`config.mk`:
```
export PLATFORM = sky130hd
export DESIGN_NAME = negacyclic_mult
export DESIGN_NICKNAME = d
export VERILOG_FILES = /design/src/rtl/negacyclic_mult.sv
export SDC_FILE = /design/constraint.sdc
export NUM_CORES = 1
export LEC_CHECK = 0
export BUFFER_PORTS_ARGS = -buffer_cell sky130_fd_sc_hd__buf_2
export CAP_MARGIN = 20
export CORE_MARGIN = 2
export CORE_UTILIZATION = 30
export CTS_BUF_LIST = sky130_fd_sc_hd__clkbuf_8
export CTS_CLUSTER_DIAMETER = 100
export DETAILED_ROUTE_END_ITERATION = 12
export PLACE_DENSITY = 0.52
export SLEW_MARGIN = 20
export SYNTH_ARGS = -nofsm -noshare
export SYNTH_HDL_FRONTEND = slang
export SYNTH_SLANG_ARGS = --single-unit
```
`constraint.sdc`:
```
create_clock -name clk -period 10.4 [get_ports clk]
set_clock_uncertainty 0.2 [all_clocks]
set_input_delay 1.04 -clock clk [delete_from_list [all_inputs] [get_ports clk]]
set_output_delay 1.04 -clock clk [all_outputs]
set_load 0.005 [all_outputs]
```
`src/rtl/negacyclic_mult.sv`:
```
// negacyclic_mult: streams in two length-N coefficient vectors p and u,
// computes z = p*u mod (x^N+1, Q) with N parallel multiply-accumulate
// lanes, and streams z out.
//
// Handshake rule for every stream: a beat transfers in the cycle where both
// vld and rdy are high at the rising clock edge. The producer holds its data
// and last flag stable while vld is high and rdy is low.
module negacyclic_mult #(
  parameter int N  = 4,
  parameter int QW = 5,
  parameter int UW = 2,
  parameter int Q  = 17
) (
  input  logic          clk,
  input  logic          s_rst,
  input  logic          p_vld,
  output logic          p_rdy,
  input  logic [QW-1:0] p,
  input  logic          p_last,
  input  logic          u_vld,
  output logic          u_rdy,
  input  logic [UW-1:0] u,
  input  logic          u_last,
  output logic          z_vld,
  input  logic          z_rdy,
  output logic [QW-1:0] z,
  output logic          z_last,
  output logic          err,
  output logic          busy,
  output logic [1:0]    dbg_state
);

  localparam int LN = $clog2(N);
  // Products and sums are formed in a signed width wide enough that
  // acc + |p*u| never overflows.
  localparam int W = QW + UW + 2;
  localparam logic signed [W-1:0] Q_S = W'(Q);
  localparam logic [LN-1:0] LAST_IDX = LN'(N - 1);

  typedef enum logic [1:0] {
    ST_IDLE    = 2'd0,
    ST_LOAD    = 2'd1,
    ST_COMPUTE = 2'd2,
    ST_DRAIN   = 2'd3
  } state_t;

  state_t r_state;
  state_t w_state_nxt;

  logic [QW-1:0] r_pbuf [N];
  logic [UW-1:0] r_ubuf [N];
  logic [QW-1:0] r_acc  [N];
  logic [QW-1:0] w_acc_nxt [N];

  logic [LN-1:0] r_p_cnt;
  logic [LN-1:0] r_u_cnt;
  logic          r_p_done;
  logic          r_u_done;
  logic [LN-1:0] r_i;
  logic [LN-1:0] r_o_idx;
  logic          r_err;

  logic w_p_fire, w_u_fire;
  logic w_p_close, w_u_close;
  logic w_p_bad, w_u_bad;
  logic w_load_exit;
  logic w_compute_end;
  logic w_z_fire;
  logic w_drain_end;

  // A stream closes on its last flag or on its N-th beat, whichever comes
  // first; a mismatch between the two is a framing error.
  always_comb begin
    w_p_fire      = p_vld && p_rdy;
    w_u_fire      = u_vld && u_rdy;
    w_p_close     = w_p_fire && (p_last || (r_p_cnt == LAST_IDX));
    w_u_close     = w_u_fire && (u_last || (r_u_cnt == LAST_IDX));
    w_p_bad       = w_p_fire && (p_last != (r_p_cnt == LAST_IDX));
    w_u_bad       = w_u_fire && (u_last != (r_u_cnt == LAST_IDX));
    w_load_exit   = (r_state == ST_LOAD) && (r_p_done || w_p_close)
                    && (r_u_done || w_u_close);
    w_compute_end = (r_state == ST_COMPUTE) && (r_i == LAST_IDX);
    w_z_fire      = z_vld && z_rdy;
    w_drain_end   = w_z_fire && z_last;
  end

  // State register.
  always_ff @(posedge clk) begin
    if (s_rst) r_state <= ST_IDLE;
    else       r_state <= w_state_nxt;
  end

  // Next-state logic.
  always_comb begin
    w_state_nxt = r_state;
    case (r_state)
      ST_IDLE:    w_state_nxt = ST_LOAD;
      ST_LOAD:    if (w_load_exit)   w_state_nxt = ST_COMPUTE;
      ST_COMPUTE: if (w_compute_end) w_state_nxt = ST_DRAIN;
      ST_DRAIN:   if (w_drain_end)   w_state_nxt = ST_LOAD;
      default:    w_state_nxt = ST_IDLE;
    endcase
  end

  // Output decode from the state and the per-stream progress registers.
  always_comb begin
    p_rdy     = (r_state == ST_LOAD) && !r_p_done;
    u_rdy     = (r_state == ST_LOAD) && !r_u_done;
    z_vld     = (r_state == ST_DRAIN);
    z_last    = z_vld && (r_o_idx == LAST_IDX);
    z         = z_vld ? r_acc[r_o_idx] : '0;
    busy      = (r_state == ST_COMPUTE) || (r_state == ST_DRAIN);
    err       = r_err;
    dbg_state = r_state;
  end

  // Input capture. Buffers are zeroed when COMPUTE finishes so that a stream
  // closed early by its last flag leaves zeros in the unfilled slots.
  always_ff @(posedge clk) begin
    if (s_rst) begin
      r_p_cnt  <= '0;
      r_u_cnt  <= '0;
      r_p_done <= 1'b0;
      r_u_done <= 1'b0;
      for (int j = 0; j < N; j++) begin
        r_pbuf[j] <= '0;
        r_ubuf[j] <= '0;
      end
    end else begin
      if (w_p_fire) begin
        r_pbuf[r_p_cnt] <= p;
        r_p_cnt         <= r_p_cnt + 1'b1;
        if (w_p_close) r_p_done <= 1'b1;
      end
      if (w_u_fire) begin
        r_ubuf[r_u_cnt] <= u;
        r_u_cnt         <= r_u_cnt + 1'b1;
        if (w_u_close) r_u_done <= 1'b1;
      end
      if (w_load_exit) begin
        r_p_cnt  <= '0;
        r_u_cnt  <= '0;
        r_p_done <= 1'b0;
        r_u_done <= 1'b0;
      end
      if (w_compute_end) begin
        for (int j = 0; j < N; j++) begin
          r_pbuf[j] <= '0;
          r_ubuf[j] <= '0;
        end
      end
    end
  end

  // Framing error pulse, one cycle after the offending beat.
  always_ff @(posedge clk) begin
    if (s_rst) r_err <= 1'b0;
    else       r_err <= w_p_bad || w_u_bad;
  end

  // One lane per output coefficient: in step i lane k adds p[i]*u[k-i],
  // negated when the index wraps past x^N (since x^N = -1).
  for (genvar k = 0; k < N; k++) begin : g_mac
    logic [LN-1:0]       w_idx;
    logic signed [W-1:0] w_prod;
    logic signed [W-1:0] w_sum;
    logic signed [W-1:0] w_rem;
    logic signed [W-1:0] w_fix;

    // Signed multiply-accumulate followed by an exact reduction into [0, Q).
    always_comb begin
      w_idx  = LN'(k) - r_i;
      w_prod = $signed({{(W-QW){1'b0}}, r_pbuf[r_i]})
             * $signed({{(W-UW){r_ubuf[w_idx][UW-1]}}, r_ubuf[w_idx]});
      if (LN'(k) >= r_i) w_sum = $signed({{(W-QW){1'b0}}, r_acc[k]}) + w_prod;
      else               w_sum = $signed({{(W-QW){1'b0}}, r_acc[k]}) - w_prod;
      w_rem  = w_sum % Q_S;
      w_fix  = w_rem[W-1] ? (w_rem + Q_S) : w_rem;
      w_acc_nxt[k] = w_fix[QW-1:0];
    end
  end

  // Step counter for COMPUTE; wraps back to zero as COMPUTE ends.
  always_ff @(posedge clk) begin
    if (s_rst)                         r_i <= '0;
    else if (r_state == ST_COMPUTE)    r_i <= r_i + 1'b1;
  end

  // Accumulators: cleared entering COMPUTE, updated every COMPUTE cycle,
  // held during DRAIN so stalled output stays stable.
  always_ff @(posedge clk) begin
    if (s_rst || w_load_exit) begin
      for (int j = 0; j < N; j++) r_acc[j] <= '0;
    end else if (r_state == ST_COMPUTE) begin
      for (int j = 0; j < N; j++) r_acc[j] <= w_acc_nxt[j];
    end
  end

  // Output index, advanced only on an accepted z beat.
  always_ff @(posedge clk) begin
    if (s_rst)         r_o_idx <= '0;
    else if (w_z_fire) r_o_idx <= r_o_idx + 1'b1;
  end

endmodule

```
==> results.json, run 1 <==
{
  "cp_num_cells": 40,
  "slowest_delay_ns": 0.59,
  "fin_crit_sh_pct": 93.98,
  "worst_pin_slew_ns": 0.7615,
  "hold_violations": 0,
  "cp_common_cell": "ha_1",
  "dpl_cell_area_um2": 12120,
  "r2r-start": "r_i[1]",
  "worstSetupEndpointType": "flip-flop",
  "cts-root-buf": "clkbuf_8",
  "crit_start": "r_i[1]",
  "synth_seq_cells": 65,
  "wl_per_cell_um": 15.51,
  "crit_slowest_cell": "mux4_2",
  "fmax_mhz": 102.3,
  "diodes": 0,
  "slew_headroom_pct": 49.11,
  "postSynthNetCount": 1513,
  "io_buffers": 26,
  "die_h_um": 198.2,
  "syn-instance-count": 1387,
  "initial_core_util_pct": 30.26,
  "required_ns": 10.29,
  "path_delay_family": "adder cells",
  "synth_area_per_cell_um2": 8.160,
  "clockBufferDepth": 2,
  "r2r_setup_slack_ns": 0.63,
  "syn_area_um2": 11320,
  "clock-sinks": 65,
  "cp-endpoint": "r_acc[0][4]",
  "cts_max_level": 3,
  "slew_violations": 0,
  "clk_latency_ns": 0.37,
  "period_minus_slack_ns": 9.773,
  "coreArea_um2": 37400,
  "yosys.area.top_type": "edfxtp_1",
  "synth_edf_count": 48,
  "cts_tree": "done",
  "min_path_cells": 2,
  "ys_types": 110,
  "grt_usage_pct": 15.40,
  "hpwl_mm": 24.21,
  "vias": 10460,
  "cap_viol_max_count": 0,
  "finalWirelength_mm": 30.13,
  "clkTransAtPathRegs_ns": 0.09,
  "grt_max_degree": 26,
  "ios": 27,
  "viasPerCell": 5.386,
  "yosysTopAreaCellShare_pct": 12.73,
  "arrival_ns": 9.66,
  "dr.first_iter.drc_count": 637,
  "nets": 1552,
  "dr.pass1.iters": 5,
  "rows": 71,
  "place_congestion": 0.8600,
  "yosysWarnings": 0,
  "antenna_found_initial": 0,
  "grt_pass1_vias": 9953,
  "r2r_cells": 40,
  "gr-total-overflow": 0,
  "min_from": "r_p_cnt[1]",
  "ys_seq_area_share_pct": 15.74,
  "area_delta_synth_final_pct": 10.65,
  "yosys-top-cells-area": "edfxtp_1, ha_1, xnor2_1",
  "cts_buffers": 9,
  "drc_errors": 0,
  "final_antenna_net_count": 0,
  "fin_area_um2": 12520,
  "setup_viol": 0,
  "start_kind": "flip-flop",
  "worstSetupPathType": "flip-flop to flip-flop",
  "status": "finished, final reports clean",
  "grt_pass1_wl_mm": 49.82,
  "r2r-end": "r_acc[0][4]",
  "cp_num_buf_inv": 5,
  "min_path_type": "flip-flop to flip-flop",
  "dieArea_um2": 39300,
  "die_w_um": 198.2,
  "path_max_fanout": 8,
  "async_flop_share_pct": 0,
  "drive_above_1_share_pct": 13.63,
  "ys.flop_type": "edfxtp_1"
}
[worst register-to-register path, delay by kind of cell, from the launching register on]
kind / cells / cell delay, ns
compound gates: 11 / 2.25
xor+xnor: 3 / 0.68
fa+ha+maj: 8 / 2.77
buf+inv: 5 / 0.42
flops: 1 / 0.33
mux: 3 / 1.02
simple gates: 10 / 1.85
[timing repair]
item                       CTS  global route
gates resized for setup      0            32
hold buffers                 0             0
setup endpoints to repair    0            15
setup buffers                0             7
[layout make-up]
type                       instances  area, µm²
tap                              511      639.4
timing repair buffer              56      355.3
fill                            3946      24880
inverter                          90      337.8
clock inverter                     6      40.04
multi-input combinational       1204       9230
sequential                        65       1783
clock buffer                      10      137.6
[through the flow]
stage	util [%]	hold WS, ns	setup WS, ns	setup TNS, ns	std cells
after CTS	32.88	0.3046	0.1681	0	1935
after detailed placement	32.41	0.2920	0.2090	0	1919
final	33.49	0.3032	0.6266	0	1942
after global routing	33.49	0.3443	-0.06590	-0.07529	1942
after global placement	32.41	0.2727	0.2294	0	1919
after floorplan	-	0.2541	0.5011	0	1387
[flip-flops by register name (all words and copies together) (netlist names), named ones only]
name,flops
r_p_cnt,2
r_i,2
err,1
r_u_done,1
r_u_cnt,2
r_ubuf,8
r_p_done,1
r_pbuf,20
dbg_state,2
r_acc,20
r_o_idx,2
[cells in the mapped netlist, types with 8 or more instances]
library cell  count
o31ai_1          11
nand4_1          13
and3_1           46
inv_1            87
o21ai_0          48
o211a_1           8
mux4_2           15
a211oi_1         20
o211ai_1         20
a31oi_1          13
edfxtp_1         48
o2111ai_1         8
nand3_1          39
fa_1             12
o31a_1            9
o21ai_1          13
a21o_1           25
dfxtp_1          17
mux2i_1          30
a211o_1          10
nor3_1           47
xor2_1           20
o21a_1           16
or3_1            12
ha_1            100
nand2b_1         13
nor4_1            9
mux2_2           11
a21oi_1          68
or2_2            14
nand2_1          96
nor2_1          145
and2_1           40
xnor2_1          84
clkbuf_1         17
[layout by cell type (no fill, tap or decap), types with 40 or more instances in the layout]
| cell | n |
|---|---|
| inv_1 | 88 |
| xnor2_1 | 77 |
| ha_1 | 99 |
| edfxtp_1 | 48 |
| nor2_1 | 143 |
| and3_1 | 46 |
| nor3_1 | 44 |
| nand2_1 | 96 |
| a21oi_1 | 67 |
| and2_1 | 40 |
| o21ai_0 | 47 |
[layer usage]
metal	GRT usage, %	part of all wire, %	routed length (µm)
met2	27.38	48	14580
met3	1.090	2.4	726
met1	20.39	48	14510
met5	0	0	0
met4	3.202	1.0	303
[cell families (layout without fill, tap and decap cells)]
kind of cell             Yosys count  count (layout)  share of synthesized area, %
XOR/XNOR                         111             111                         9.275
AND/OR/NAND/NOR                  528             528                         24.10
flip-flops                        65              65                         15.74
adder cells (fa/ha/maj)          113             113                         13.27
buffers and inverters            118             162                         4.223
AO/OA/AOI/OAI                    393             393                         26.22
multiplexers                      59              59                         7.174
[worst min-delay path by stage]
stage | slack, ns | end
2_1_floorplan | 0.25 | flip-flop
3_3_place_gp | 0.27 | r_p_done
3_5_place_dp | 0.29 | r_p_cnt[1]
4_1_cts | 0.30 | r_p_cnt[1]
5_1_grt | 0.34 | r_p_done
6_report | 0.30 | r_p_cnt[1]
Power of run 1 is not shown: default switching activity piles up to over one toggle a cycle in this logic, so the estimate is an artifact.
==> inputs of run 2 (changes only) <==
- PLACE_DENSITY: 0.52 -> 0.5
- clock period: 10.4 -> 12.05 ns (I/O delays scaled with it)
==> run 2 against run 1 <==
Die area did not move. Utilization fell by 0.97 points. Worst setup slack improved by 0.29 ns. Wire length fell by 4.7%.
==> results.json, run 2 (same netlist as run 1, synthesis figures left out) <==
{
  "io_buffers": 26,
  "drc_errors": 0,
  "die_w_um": 198.2,
  "vias": 10260,
  "nets": 1527,
  "worstSetupPathType": "flip-flop to flip-flop",
  "start_kind": "flip-flop",
  "cap_viol_max_count": 0,
  "rows": 71,
  "slowest_delay_ns": 0.65,
  "area_delta_synth_final_pct": 7.451,
  "finalWirelength_mm": 28.70,
  "cts_buffers": 9,
  "place_congestion": 0.8366,
  "ios": 27,
  "antenna_found_initial": 0,
  "min_path_type": "flip-flop to flip-flop",
  "diodes": 0,
  "gr-total-overflow": 0,
  "cts_tree": "done",
  "dieArea_um2": 39300,
  "final_common_cell": "nor2_1",
  "period_minus_slack_ns": 11.13,
  "grt_pass1_vias": 9804,
  "fin_crit_sh_pct": 92.38,
  "reg_top3": "r_acc: 20 flops, r_pbuf: 20 flops, r_ubuf: 8 flops",
  "grt_max_degree": 26,
  "worst_pin_slew_ns": 0.8209,
  "slew_violations": 0,
  "clk_latency_ns": 0.36,
  "slew_headroom_pct": 45.10,
  "die_h_um": 198.2,
  "cts-root-buf": "clkbuf_8",
  "cp_num_buf_inv": 6,
  "clkTransAtPathRegs_ns": 0.08,
  "grt_usage_pct": 14.69,
  "path_max_fanout": 10,
  "wl_per_cell_um": 14.97,
  "status": "finished, final reports clean",
  "dr.first_iter.drc_count": 499,
  "path_delay_family": "adder cells",
  "rsz0062_at_grt": "false",
  "grt_pass1_wl_mm": 48.27,
  "final_antenna_net_count": 0,
  "initial_core_util_pct": 30.26,
  "clockBufferDepth": 2,
  "cts_setup_buffers": 0,
  "worstSetupEndpointType": "flip-flop",
  "crit_slowest_cell": "mux4_2",
  "hpwl_mm": 23.44,
  "clock-sinks": 65,
  "hold_violations": 0,
  "arrival_ns": 11.00,
  "dr.pass1.iters": 5,
  "setup_viol": 0,
  "setup-tns-final_ns": 0,
  "cts_max_level": 3,
  "required_ns": 11.92,
  "ctsHoldBuffers": 0,
  "coreArea_um2": 37400,
  "viasPerCell": 5.354,
  "fmax_mhz": 89.84,
  "cp_common_cell": "ha_1",
  "final_cell_mix": "nor2_1, ha_1, nand2_1, inv_1, xnor2_1",
  "drive_above_1_share_pct": 10.10,
  "cts-resized-gates": 0
}
## run 2: cell count changes in the layout (fill, tap and decap cells not counted), sizes merged
| cell | previous run | this run |
|---|---|---|
| clkinvlp | 1 | 2 |
| clkbuf | 10 | 9 |
| clkinv | 2 | 3 |
| inv | 93 | 92 |
| buf | 56 | 31 |
## run 2: stage by stage
step / utilization [%] / area (µm²) / worst slack (ns) / hold WS [ns] / instances
6_report: 32.52 / 12160 / 0.9188 / 0.2837 / 1917
5_1_grt: 32.52 / 12160 / 0.04232 / 0.3227 / 1917
4_1_cts: 32.52 / 12160 / 0.9350 / 0.2884 / 1917
3_5_place_dp: 32.05 / 11990 / 1.009 / 0.2892 / 1901
3_3_place_gp: 32.05 / 11990 / 1.270 / 0.2738 / 1901
2_1_floorplan: - / 11320 / 2.151 / 0.2541 / 1387
## run 2: final cells by class
type | count | area [µm²]
fillers | 3914 | 25240
multi-input cells | 1204 | 9059
flip-flops and latches | 65 | 1782
well taps | 511 | 639.4
inverters | 90 | 337.8
repair buffers | 31 | 167.7
clock buffers | 9 | 123.9
clock inverters | 7 | 52.55
## run 2: worst paths after layout
path	start	to	slack, ns	cells past startpoint
worst max-delay path	r_i[1]	r_acc[0][4]	0.92	42
worst min-delay path	r_o_idx[1]	flip-flop	0.28	2
worst max register to register	r_i[1]	r_acc[0][4]	0.92	42
worst min register to register	r_o_idx[1]	flip-flop	0.28	2
## run 2: metal layers
layer | vias to the layer above | wire [µm] | global-route usage, %
met5 | - | 0 | 0
met4 | 0 | 599 | 4.094
met3 | 26 | 486 | 0.8687
met2 | 116 | 13410 | 25.26
met1 | 4853 | 14200 | 19.85
li1 | 5268 | - | -
## run 2: worst reg2reg max path, delay by kind of cell, from the launching register on
family	cells	cell delay [ns]
AO/OA/AOI/OAI	12	2.85
XOR/XNOR	3	0.85
adder cells (fa/ha/maj)	8	2.93
buffers and inverters	6	0.77
flip-flops	1	0.58
multiplexers	3	1.10
AND/OR/NAND/NOR	10	1.55
Power of run 2 is left out for the same reason.
==> inputs of run 3 (changes only) <==
- RECOVER_POWER: unset -> 100
==> run 3 against run 2 <==
Hold slack about the same. Global-route usage unchanged. Flip-flop and latch count unchanged. Largest cell class unchanged. Utilization down 0.067 points. The run now ends with max-capacitance violations, max-slew violations left. Fmax about the same. Die area unchanged. Register-to-register slack about the same. First-iteration DRC count down 6.0%. Via count up 0.15%. Critical path depth down 2.
==> results.json, run 3 (same netlist as run 1, synthesis figures left out) <==
{
  "place_congestion": 0.8366,
  "cts-resized-gates": 0,
  "drc_errors": 0,
  "rsz0062_at_grt": "false",
  "slew_headroom_pct": -2.905,
  "worstSetupPathType": "flip-flop to flip-flop",
  "grt_pass1_vias": 9804,
  "clock-sinks": 65,
  "r2r-start": "r_i[1]",
  "min_from": "r_o_idx[1]",
  "crit_slowest_cell": "mux4_2",
  "violations": "max-capacitance violations, max-slew violations",
  "cts_max_level": 3,
  "clkTransAtPathRegs_ns": 0.08,
  "ff_latch_area_um2": 1782,
  "clk_latency_ns": 0.35,
  "arrival_ns": 11.00,
  "viasPerCell": 5.362,
  "r2r-end": "r_acc[0][3]",
  "slowest_delay_ns": 0.65,
  "area_delta_synth_final_pct": 7.229,
  "diodes": 0,
  "coreArea_um2": 37400,
  "ctsHoldBuffers": 0,
  "finalWirelength_mm": 28.63,
  "status": "finished, violations left",
  "layoutNonFillerInstCount": 1917,
  "path_max_fanout": 10,
  "min_path_cells": 2,
  "clockBufferDepth": 2,
  "reg_top3": "r_acc: 20 flops, r_pbuf: 20 flops, r_ubuf: 8 flops",
  "start_kind": "flip-flop",
  "gr-total-overflow": 0,
  "vias": 10280,
  "fmax_mhz": 89.84,
  "period_minus_slack_ns": 11.13,
  "fin_crit_sh_pct": 92.37,
  "final_common_cell": "nor2_1",
  "hold_violations": 0,
  "setup-tns-final_ns": 0,
  "nets": 1527,
  "ios": 27,
  "rows": 71,
  "dr.first_iter.drc_count": 469,
  "setup_ws_ns": 0.9195,
  "final_antenna_net_count": 0,
  "grt_pass1_wl_mm": 48.27,
  "grt_max_degree": 26,
  "fill_cells": 3923,
  "cts_buffers": 9,
  "hpwl_mm": 23.44,
  "cap_viol_max_count": 1,
  "cts_setup_buffers": 0,
  "die_w_um": 198.2,
  "antenna_found_initial": 0,
  "min_path_type": "flip-flop to flip-flop",
  "r2r_setup_slack_ns": 0.92,
  "die_h_um": 198.2,
  "multi_input_area_um2": 9045,
  "io_buffers": 26,
  "r2r_cells": 40,
  "setup_viol": 0,
  "required_ns": 11.92,
  "dp_slack_ns": 1.009,
  "worst_pin_slew_ns": 1.544,
  "dpl_cell_area_um2": 11990,
  "final_cell_mix": "nor2_1, ha_1, nand2_1, inv_1, xnor2_1",
  "wl_per_cell_um": 14.94,
  "cts_tree": "done",
  "initial_core_util_pct": 30.26,
  "placed_cells": 1901,
  "drive_above_1_share_pct": 8.962,
  "slew_violations": 21,
  "dr.pass1.iters": 5,
  "cts-root-buf": "clkbuf_8",
  "worstSetupEndpointType": "flip-flop",
  "fin_area_um2": 12140,
  "grt_usage_pct": 14.69,
  "dieArea_um2": 39300
}
-- run 3: critical path: cells and delay by family, from the launching register on --
| family | cells | cell delay [ns] |
|---|---|---|
| adders and majority gates | 7 | 2.61 |
| and+or+nand+nor | 10 | 1.67 |
| DFF | 1 | 0.57 |
| xor gates and xnor gates | 3 | 0.93 |
| muxes | 3 | 1.10 |
| buffers and inverters | 6 | 0.76 |
| AOI/OAI and AO/OA | 11 | 3.00 |
-- run 3: routing by layer --
layer | up-vias | track usage (%) | wire length, µm
met1 | 4824 | 19.85 | 14070
met3 | 28 | 0.8687 | 609
li1 | 5268 | - | -
met2 | 158 | 25.26 | 13350
met4 | 0 | 4.094 | 609
met5 | - | 0 | 0
-- run 3: worst max path at each step --
stage	start	to	slack, ns	cells past startpoint
3_3_place_gp	r_i[1]	r_acc[0][4]	1.27	42
2_1_floorplan	r_i[1]	r_acc[0][4]	2.15	45
5_1_grt	r_i[1]	r_acc[0][4]	0.03	42
6_report	r_i[1]	r_acc[0][3]	0.92	40
3_5_place_dp	r_i[1]	r_acc[0][4]	1.01	42
4_1_cts	r_i[1]	r_acc[0][4]	0.94	42
-- run 3: final cells by class --
cell class,count,share of cell area [%]
Tap cell,511,5.268
Clock buffer,9,1.021
Timing Repair Buffer,31,1.289
Clock inverter,7,0.4330
Sequential cell,65,14.68
Multi-Input combinational cell,1204,74.53
Inverter,90,2.784
-- run 3: per-stage QoR --
step	utilization (%)	hold WS, ns
floorplan	-	0.2541
global placement	32.05	0.2738
detailed placement	32.05	0.2892
CTS	32.52	0.2884
global route	32.45	0.3227
finish	32.45	0.2837
Power of run 3 is left out for the same reason.
